==> config.mk <==
export PLATFORM = sky130hd
export DESIGN_NAME = traffic_phase_timer_flat
export DESIGN_NICKNAME = d
export VERILOG_FILES = /design/src/rtl/traffic_pkg.sv /design/src/rtl/traffic_phase_timer_if.sv /design/src/rtl/traffic_phase_timer_ped_req_latch.sv /design/src/rtl/traffic_phase_timer.sv /design/src/flat_wrapper.sv
export SDC_FILE = /design/constraint.sdc
export NUM_CORES = 1
export LEC_CHECK = 0
export ABC_AREA = 0
export CAP_MARGIN = 30
export CORE_ASPECT_RATIO = 0.8
export CORE_MARGIN = 1.5
export CORE_UTILIZATION = 50
export DETAILED_ROUTE_END_ITERATION = 12
export PLACE_DENSITY = 0.78
export SLEW_MARGIN = 0
export SYNTH_ARGS = -nofsm -noshare
export SYNTH_HDL_FRONTEND = slang
export SYNTH_SLANG_ARGS = --single-unit
==> constraint.sdc <==
create_clock -name clk -period 4.65 [get_ports clk]
set_input_delay 0.465 -clock clk [delete_from_list [all_inputs] [get_ports clk]]
set_output_delay 0.465 -clock clk [all_outputs]
set_load 0.05 [all_outputs]
==> src/rtl/traffic_pkg.sv <==
// Shared phase encoding and default dwell constants for the traffic light FSM
// and its phase timer.
package traffic_pkg;

    typedef enum logic [1:0] {
        PH_NONE   = 2'd0,
        PH_RED    = 2'd1,
        PH_GREEN  = 2'd2,
        PH_YELLOW = 2'd3
    } phase_e;

    localparam int DEF_CNT_W      = 8;
    localparam int DEF_RED_CYC    = 20;
    localparam int DEF_GREEN_CYC  = 30;
    localparam int DEF_YELLOW_CYC = 5;
    localparam int DEF_GREEN_MIN  = 10;

    // Anything other than exactly one lit lamp is not a phase.
    function automatic phase_e decode_phase(input logic red, input logic yellow,
                                            input logic green);
        phase_e ph;
        case ({red, yellow, green})
            3'b100:  ph = PH_RED;
            3'b010:  ph = PH_YELLOW;
            3'b001:  ph = PH_GREEN;
            default: ph = PH_NONE;
        endcase
        return ph;
    endfunction

endpackage

==> src/rtl/traffic_phase_timer_if.sv <==
// Light FSM <-> phase timer signal bundle. Pedestrian signals exist only
// when PED_REQ_EN is defined.
interface traffic_phase_timer_if;

    logic red;
    logic yellow;
    logic green;
    logic advance;
    logic phase_err;

`ifdef PED_REQ_EN
    logic ped_req;
    logic ped_ack;
    logic walk;

    modport master (output red, yellow, green, ped_req,
                    input  advance, phase_err, ped_ack, walk);
    modport slave  (input  red, yellow, green, ped_req,
                    output advance, phase_err, ped_ack, walk);
`else
    modport master (output red, yellow, green,
                    input  advance, phase_err);
    modport slave  (input  red, yellow, green,
                    output advance, phase_err);
`endif

endinterface

==> src/rtl/traffic_phase_timer_ped_req_latch.sv <==
// Pedestrian request latch: holds a pending request until red entry, acks new
// requests and presents walk for the duration of the following red.
module ped_req_latch (
    input  logic clk,
    input  logic rst_n,
    input  logic ped_req,
    input  logic red_entry,
    input  logic in_red,
    output logic pending,
    output logic ped_ack,
    output logic walk
);

    // NOTE: non-blocking assignments so every register samples pre-edge values.
    always_ff @(posedge clk or negedge rst_n) begin
        if (!rst_n) begin
            pending <= 1'b0;
            ped_ack <= 1'b0;
            walk    <= 1'b0;
        end else begin
            ped_ack <= ped_req && !pending;
            // A request arriving on the red entry cycle survives the clear.
            pending <= red_entry ? ped_req : (pending || ped_req);
            if (!in_red)
                walk <= 1'b0;
            else if (red_entry)
                walk <= pending;
        end
    end

endmodule

==> src/rtl/traffic_phase_timer.sv <==
// Phase dwell timer: issues one advance strobe per light phase after its
// programmed dwell. Define PED_REQ_EN for pedestrian request / early green.
module traffic_phase_timer
    import traffic_pkg::*;
#(
    parameter int CNT_W      = DEF_CNT_W,
    parameter int RED_CYC    = DEF_RED_CYC,
    parameter int GREEN_CYC  = DEF_GREEN_CYC,
    parameter int YELLOW_CYC = DEF_YELLOW_CYC,
    parameter int GREEN_MIN  = DEF_GREEN_MIN
) (
    input  logic                  clk,
    input  logic                  rst_n,
    traffic_phase_timer_if.slave  bus
);

    localparam int MAX_CYC = (RED_CYC > GREEN_CYC)
                           ? ((RED_CYC > YELLOW_CYC) ? RED_CYC : YELLOW_CYC)
                           : ((GREEN_CYC > YELLOW_CYC) ? GREEN_CYC : YELLOW_CYC);

    if (RED_CYC < 2 || GREEN_CYC < 2 || YELLOW_CYC < 2) begin : g_bad_dwell
        $error("traffic_phase_timer: every dwell must be at least 2 cycles");
    end
    if (GREEN_MIN < 2 || GREEN_MIN > GREEN_CYC) begin : g_bad_gmin
        $error("traffic_phase_timer: GREEN_MIN must lie in 2..GREEN_CYC");
    end
    if (MAX_CYC - 1 >= (2 ** CNT_W)) begin : g_bad_width
        $error("traffic_phase_timer: CNT_W too narrow for the longest dwell");
    end

    // The registered strobe is decided one cycle early, hence the *_PRE values.
    localparam logic [CNT_W-1:0] RED_LAST    = CNT_W'(RED_CYC - 1);
    localparam logic [CNT_W-1:0] RED_PRE     = CNT_W'(RED_CYC - 2);
    localparam logic [CNT_W-1:0] GREEN_LAST  = CNT_W'(GREEN_CYC - 1);
    localparam logic [CNT_W-1:0] GREEN_PRE   = CNT_W'(GREEN_CYC - 2);
    localparam logic [CNT_W-1:0] YELLOW_LAST = CNT_W'(YELLOW_CYC - 1);
    localparam logic [CNT_W-1:0] YELLOW_PRE  = CNT_W'(YELLOW_CYC - 2);

    phase_e           phase;
    phase_e           prev_phase;
    logic             entry;
    logic [CNT_W-1:0] cnt_q;
    logic [CNT_W-1:0] count;
    logic [CNT_W-1:0] cnt_nxt;
    logic [CNT_W-1:0] last;
    logic [CNT_W-1:0] pre;
    logic             done_q;
    logic             done_eff;
    logic             done_nxt;
    logic             early;
    logic             fire;

`ifdef PED_REQ_EN
    localparam logic [CNT_W-1:0] GMIN_PRE = CNT_W'(GREEN_MIN - 2);

    logic pending;
    logic red_entry;
    logic in_red;

    assign in_red    = (phase == PH_RED);
    assign red_entry = entry && in_red;

    ped_req_latch u_ped_req_latch (
        .clk       (clk),
        .rst_n     (rst_n),
        .ped_req   (bus.ped_req),
        .red_entry (red_entry),
        .in_red    (in_red),
        .pending   (pending),
        .ped_ack   (bus.ped_ack),
        .walk      (bus.walk)
    );
`endif

    // NOTE: every always_comb output gets a default first so no latch is inferred.
    always_comb begin
        phase    = decode_phase(bus.red, bus.yellow, bus.green);
        entry    = (phase != prev_phase);
        count    = entry ? '0 : cnt_q;
        done_eff = !entry && done_q;
        last     = '0;
        pre      = '0;
        early    = 1'b0;
        case (phase)
            PH_RED:    begin last = RED_LAST;    pre = RED_PRE;    end
            PH_GREEN:  begin last = GREEN_LAST;  pre = GREEN_PRE;  end
            PH_YELLOW: begin last = YELLOW_LAST; pre = YELLOW_PRE; end
            default:   ;
        endcase
`ifdef PED_REQ_EN
        early = (phase == PH_GREEN) && pending && (count >= GMIN_PRE);
`endif
        fire = (phase != PH_NONE) && !done_eff && ((count == pre) || early);

        // Once the strobe has gone out the count parks until the next entry.
        if (phase == PH_NONE)
            cnt_nxt = '0;
        else if (done_eff || count == last)
            cnt_nxt = count;
        else
            cnt_nxt = count + CNT_W'(1);

        done_nxt = (phase != PH_NONE) && (done_eff || fire);
    end

    always_ff @(posedge clk or negedge rst_n) begin
        if (!rst_n) begin
            prev_phase    <= PH_NONE;
            cnt_q         <= '0;
            done_q        <= 1'b0;
            bus.advance   <= 1'b0;
            bus.phase_err <= 1'b0;
        end else begin
            prev_phase    <= phase;
            cnt_q         <= cnt_nxt;
            done_q        <= done_nxt;
            bus.advance   <= fire;
            bus.phase_err <= (phase == PH_NONE);
        end
    end

endmodule

==> src/flat_wrapper.sv <==
// flat-port wrapper written by rule: the top's interface ports become plain ports
module traffic_phase_timer_flat import traffic_pkg::*;
#(
    parameter int CNT_W      = DEF_CNT_W,
    parameter int RED_CYC    = DEF_RED_CYC,
    parameter int GREEN_CYC  = DEF_GREEN_CYC,
    parameter int YELLOW_CYC = DEF_YELLOW_CYC,
    parameter int GREEN_MIN  = DEF_GREEN_MIN
)
  (clk, rst_n, bus_red, bus_yellow, bus_green, bus_advance, bus_phase_err);
  traffic_phase_timer_if bus_i ();
  input  logic clk;
  input  logic rst_n;
  input wire logic [$bits(bus_i.red)-1:0] bus_red;
  input wire logic [$bits(bus_i.yellow)-1:0] bus_yellow;
  input wire logic [$bits(bus_i.green)-1:0] bus_green;
  output wire logic [$bits(bus_i.advance)-1:0] bus_advance;
  output wire logic [$bits(bus_i.phase_err)-1:0] bus_phase_err;
  assign bus_i.red = bus_red;
  assign bus_i.yellow = bus_yellow;
  assign bus_i.green = bus_green;
  assign bus_advance = bus_i.advance;
  assign bus_phase_err = bus_i.phase_err;
  traffic_phase_timer #(.CNT_W(CNT_W), .RED_CYC(RED_CYC), .GREEN_CYC(GREEN_CYC), .YELLOW_CYC(YELLOW_CYC), .GREEN_MIN(GREEN_MIN)) u_core (.clk(clk), .rst_n(rst_n), .bus(bus_i));
endmodule
==> results.toml, run 1 <==
[flow_run]
maxCapViolCount = 0

[floorplanning]
rows = 14
fp.dieW_um = 53.0
initial_core_util_pct = 53.3
die_area_um2 = 2280
die_height_um = 43.0
fp.coreArea_um2 = 1870
io_pins = 7

[place]
numPlacedInstances = 137
port_buffers = 6
hpwl_um = 1440
place_congestion = 0.808

[synth]
synth_top_family_by_area = "simple AND/OR/NAND/NOR gates"
synth_compound_area_share_pct = 20.6
synth-simple-area-share_pct = 28.2
syn_nets = 123
ys_async_sr_fraction_pct = 100
ys_ff_latch = 13
syn_inst = 115
netlist_area_um2 = 998
ys.flop_type = "dfrtp_1"
synth_xor_area_share_pct = 6.14
synth_cell_type_count = 40
syn_area_per_cell_um2 = 8.68
synthAdderAreaFrac_pct = 4.89
ys.warnings.count = 0
synth-edff-count = 0
synth.area.mux_share_pct = 0
ys_seq_area_share_pct = 32.6

[clock_tree]
cts.sinks = 13
post_cts_buffers = 0
clk_latency_ps = 280
htree_levels = 1
ctsResizeCount = 0
cts_tree = "done"
cts_root_buf = "clkbuf_4"
cts_max_path_buffers = 2
ctsHoldBuffers = 0
cts_made_buffers = 3
clkSlewWorstSetupHoldPaths_ps = 80

[sta]
rsz0062_at_grt = "false"
maxSlewHeadroom_pct = 48.0
finalCriticalPeriod_ps = 3360
clock_skew_ps = 6.38
setup_violations = 0
fin_setup_tns_ps = 0
worstMarginPinSlew_ps = 780
hold_violations = 0
period_share_pct = 72.3
finalMaxSlewViolations = 0
timing.fmax_ghz = 0.298

[routing]
drt_iter0_drc = 39
num_vias = 853
firstDrtPassIters = 4
vias_per_cell = 6.05
antenna_left = 0
wl_per_cell_um = 13.8
remaining_drc_errors = 0
drt-total-wl_um = 1940

[status]
status = "finished clean"

[finish]
diodes = 0
multi_input_area_um2 = 597
fin_nets = 126
nFillCells = 159
register_area_um2 = 325
syn2layout_area_growth_pct = 5.89
instances_no_fill = 141
drive_above_1_share_pct = 9.40

[pwr]
ir_worst_vdd_mv = 0.164
p_total_w = 0.000301
cellLeakagePower_nw = 0.413
power_density_nw_per_um2 = 285

[global_route]
grt_use_met3_pct = 8.10
antenna_found_initial = 0
top_usage_layer = "met2"
grt_pass1_wl_um = 3440
grt_max_degree = 14
grt.total_usage_pct = 20.7
grt_pass1_vias = 768
gr-total-overflow = 0
met2_usage_pct = 32.0
met1_usage_pct = 27.5

[setup_path]
cp-start-kind = "primary input"
worstPathArrival_ps = 3570
cp_cell_sequence = "clkdlybuf4s50_1 -> xnor2_1 -> nor2_1 -> inv_1 -> ha_1 -> nand2_1 -> o31ai_1 -> nand2_2 -> a221oi_2 -> o21ai_0 -> a21oi_1"
cp-end-kind = "register"
max_stage_delay_ps = 690
worstPathMaxFanout = 12
reg2reg_slack_ps = 1960
required_ps = 4860
cpMaxStageDelayCell = "a221oi_2"
path_class = "in2reg"
critical_path.top_delay_family = "compound AO/OA/AOI/OAI gates"
crit_buf_inv = 2

[hold_path]
hold_class = "in2async"
registers in the layout, indices dropped and copies added, names as in the netlist:
name and count:
u_core.bus.advance 1, u_core.bus.phase_err 1, u_core.cnt_q 8, u_core.prev_phase 2, u_core.done_q 1
worst paths after layout:
kind                                      start                    to  cells after the start
max                                  bus_yellow       u_core.cnt_q[3]                     11
min                                       rst_n  u_core.prev_phase[1]                      1
max reg2reg                u_core.prev_phase[1]       u_core.cnt_q[3]                      7
min reg2reg                     u_core.cnt_q[7]       u_core.cnt_q[7]                      2
max in group asynchronous                 rst_n       u_core.cnt_q[5]                      1
min in group clk                u_core.cnt_q[7]       u_core.cnt_q[7]                      2
layout by cell type, fill, tap and decap left out, types with 2 or more instances in the layout:
cell / n
nor2_1: 13
dfrtp_1: 13
nand2_1: 12
a21oi_1: 7
clkdlybuf4s50_1: 6
inv_1: 5
xnor2_1: 4
o21ai_1: 4
or4_1: 4
xor2_1: 3
nand2b_1: 3
nand4b_1: 3
o31ai_1: 3
nor3_1: 3
or3_1: 3
ha_1: 3
clkbuf_4: 3
and3_1: 2
a211oi_1: 2
o21ai_0: 2
per-layer routing:
metal / part of all wire, % / routed length, µm
met2: 46 / 884
met3: 8.2 / 160
met1: 46 / 895
met4: 0 / 0
met5: 0 / 0
through the flow:
step	util, %	worst slack, ps	hold WS, ps	instance area (µm²)
2_1_floorplan	-	2030	169	998
3_3_place_gp	55.0	1240	515	1030
3_5_place_dp	55.0	1060	530	1030
4_1_cts	56.4	1340	554	1060
5_1_grt	56.4	1020	582	1060
6_report	56.4	1290	551	1060
cell usage after synthesis (4+ instances only):
| cell type | number | area share (%) |
|---|---|---|
| a21oi_1 | 7 | 3.5 |
| dfrtp_1 | 13 | 33 |
| inv_1 | 5 | 1.9 |
| nand2_1 | 12 | 4.5 |
| nor2_1 | 13 | 4.9 |
| o21ai_1 | 4 | 2.0 |
| or4_1 | 4 | 3.0 |
| xnor2_1 | 4 | 3.5 |
area by class of cell:
| type | instances | share of cell area [%] |
|---|---|---|
| clock buffers | 4 | 2.49 |
| inverters | 5 | 1.78 |
| flip-flops and latches | 13 | 30.8 |
| well taps | 24 | 2.84 |
| repair buffers | 6 | 5.68 |
| multi-input cells | 89 | 56.4 |
power breakdown:
group	total (W)	internal (W)	switching [W]
sequential	0.000134	0.000121	0.0000136
clock	0.0000711	0.0000333	0.0000378
combinational	0.0000959	0.0000373	0.0000587
cells by family after synthesis:
group / Yosys count
adders and majority gates: 4
and+or+nand+nor: 51
DFF: 13
AOI/OAI and AO/OA: 27
xor gates and xnor gates: 7
buffers and inverters: 13
(Power assumes the default switching activity.)
==> run 2, diff against run 1 <==
- clock period: 4.65 -> 3.2 ns (I/O delays scaled with it)
==> run 2 against run 1 <==
  * Hold slack got worse by 130 ps
  * Final cell count up 1.4%
  * Core utilization grew 0.80 points
  * Power rose by 46%
  * Setup slack lost 830 ps
  * Routed wire length rose by 1.5%
  * Design area rose by 1.4%
  * Sequential share of layout area fell by 0.43 points
  * Critical path depth is 1 higher
  * Global-route usage shrank 0.48 points
  * Clock skew decreased by 5.2 ps
  * Critical endpoint is now u_core.cnt_q[0]
==> results.toml, run 2 (same netlist as run 1, synthesis figures left out) <==
[finish]
nFillCells = 155
fin_nets = 128
diodes = 0
syn2layout_area_growth_pct = 7.39
reg_top3 = "u_core.cnt_q x8, u_core.prev_phase x2"
regMostFlops = "u_core.cnt_q"
largest_reg_flops = 8
instances_no_fill = 143
postLayoutCellArea_um2 = 1070
drive_above_1_share_pct = 10.9
final_cell_mix = "nor2_1 (13), dfrtp_1 (13), nand2_1 (12)"

[clock_tree]
htree_levels = 1
cts_root_buf = "clkbuf_4"
cts_max_path_buffers = 2
cts_tree = "done"
ctsHoldBuffers = 0
ctsResizeCount = 0
post_cts_buffers = 0
clkSlewWorstSetupHoldPaths_ps = 80
cts_made_buffers = 3
clk_latency_ps = 270
cts.sinks = 13

[pwr]
power.internal_w = 0.000282
p_sw_w = 0.000158
combPwrFrac_pct = 32.8
p_seq_share_pct = 44.2
cellLeakagePower_nw = 0.423
clkPwrFrac_pct = 23.0
power_density_nw_per_um2 = 410
ir_worst_vdd_mv = 0.334
switching_share_pct = 35.8

[sta]
timing.fmax_ghz = 0.365
finalMaxSlewViolations = 0
worstMarginPinSlew_ps = 611
period_share_pct = 85.6
maxSlewHeadroom_pct = 59.1
hold_violations = 0
clock_skew_ps = 1.15
rsz0062_at_grt = "false"
finalCriticalPeriod_ps = 2740
fin_setup_tns_ps = 0
setup_violations = 0

[routing]
remaining_drc_errors = 0
drt_iter0_drc = 35
num_vias = 847
wl_per_cell_um = 13.8
firstDrtPassIters = 4
antenna_left = 0
vias_per_cell = 5.92
drt-total-wl_um = 1970

[place]
hpwl_um = 1480
port_buffers = 6
placed_cell_area_um2 = 1050
numPlacedInstances = 139
place_congestion = 0.808

[global_route]
grt.total_usage_pct = 20.2
antenna_found_initial = 0
grt_pass1_wl_um = 3420
grt_max_degree = 14
gr-total-overflow = 0
grt_pass1_vias = 776

[setup_path]
reg2reg_slack_ps = 730
rr_startpoint = "u_core.prev_phase[1]"
cpMaxStageDelayCell = "clkdlybuf4s50_1"
worst-r2r-cell-count = 8
crit_buf_inv = 2
cp-start-kind = "primary input"
r2r_end = "u_core.cnt_q[2]"
path_class = "in2reg"
critical_path.top_delay_family = "buffers and inverters"
cp-end-kind = "register"
worstPathMaxFanout = 12
max_stage_delay_ps = 640
worstPathArrival_ps = 2930
cp_cell_sequence = "clkdlybuf4s50_1 -> xor2_1 -> nand2b_1 -> ha_1 -> xnor2_1 -> nand3_1 -> o31ai_1 -> nand2_2 -> a221oi_2 -> buf_4 -> nor2_1 -> o32ai_2"
required_ps = 3390

[floorplanning]
io_pins = 7
rows = 14
initial_core_util_pct = 53.3
fp.dieW_um = 53.0
die_height_um = 43.0
fp.coreArea_um2 = 1870
die_area_um2 = 2280

[status]
status = "finished clean"

[flow_run]
maxCapViolCount = 0

[hold_path]
hold_class = "in2async"
[run 2: changes by cell type in the layout (fill, tap and decap cells not counted), sizes merged]
cell	previous run	this run
buf	0	2
[run 2: how the worst max path moves through the flow]
stage,cells past startpoint,from,endpoint,slack [ps]
after floorplan,12,bus_yellow,u_core.cnt_q[0],720
after global placement,11,bus_yellow,u_core.cnt_q[2],280
after detailed placement,12,bus_yellow,u_core.cnt_q[0],200
after CTS,12,bus_yellow,u_core.cnt_q[0],470
after global routing,12,bus_yellow,u_core.cnt_q[0],270
final,12,bus_yellow,u_core.cnt_q[0],460
[run 2: layer usage]
metal | track usage [%] | share of wire (%) | up-vias
met5 | 0 | 0 | -
met3 | 7.04 | 5.2 | 0
li1 | - | - | 424
met2 | 31.3 | 47 | 26
met1 | 27.4 | 47 | 397
met4 | 3.59 | 0 | 0
[run 2: final cells by class]
| class | instances | area [µm²] | area share, % |
|---|---|---|---|
| Sequential cell | 13 | 325 | 30.3 |
| Multi-Input combinational cell | 89 | 597 | 55.7 |
| Inverter | 5 | 18.8 | 1.75 |
| Timing Repair Buffer | 8 | 75.1 | 7.00 |
| Tap cell | 24 | 30.0 | 2.80 |
| Clock buffer | 4 | 26.3 | 2.45 |
[run 2: power by group through the flow]
stage	clock, W	sequential, W	combinational [W]
2_1_floorplan	0	0.000195	0.000117
3_3_place_gp	0	0.000197	0.000139
3_5_place_dp	0	0.000197	0.000142
4_1_cts	0.000106	0.000194	0.000143
5_1_grt	0.000113	0.000197	0.000158
6_report	0.000101	0.000194	0.000144
[run 2: metrics by stage]
stage	hold WS (ps)	power, W	util [%]	worst slack [ps]
3_5_place_dp	554	0.000340	55.8	202
6_report	424	0.000440	57.2	460
2_1_floorplan	24.4	0.000312	-	723
5_1_grt	470	0.000469	57.2	274
3_3_place_gp	516	0.000336	55.8	276
4_1_cts	448	0.000443	57.2	467
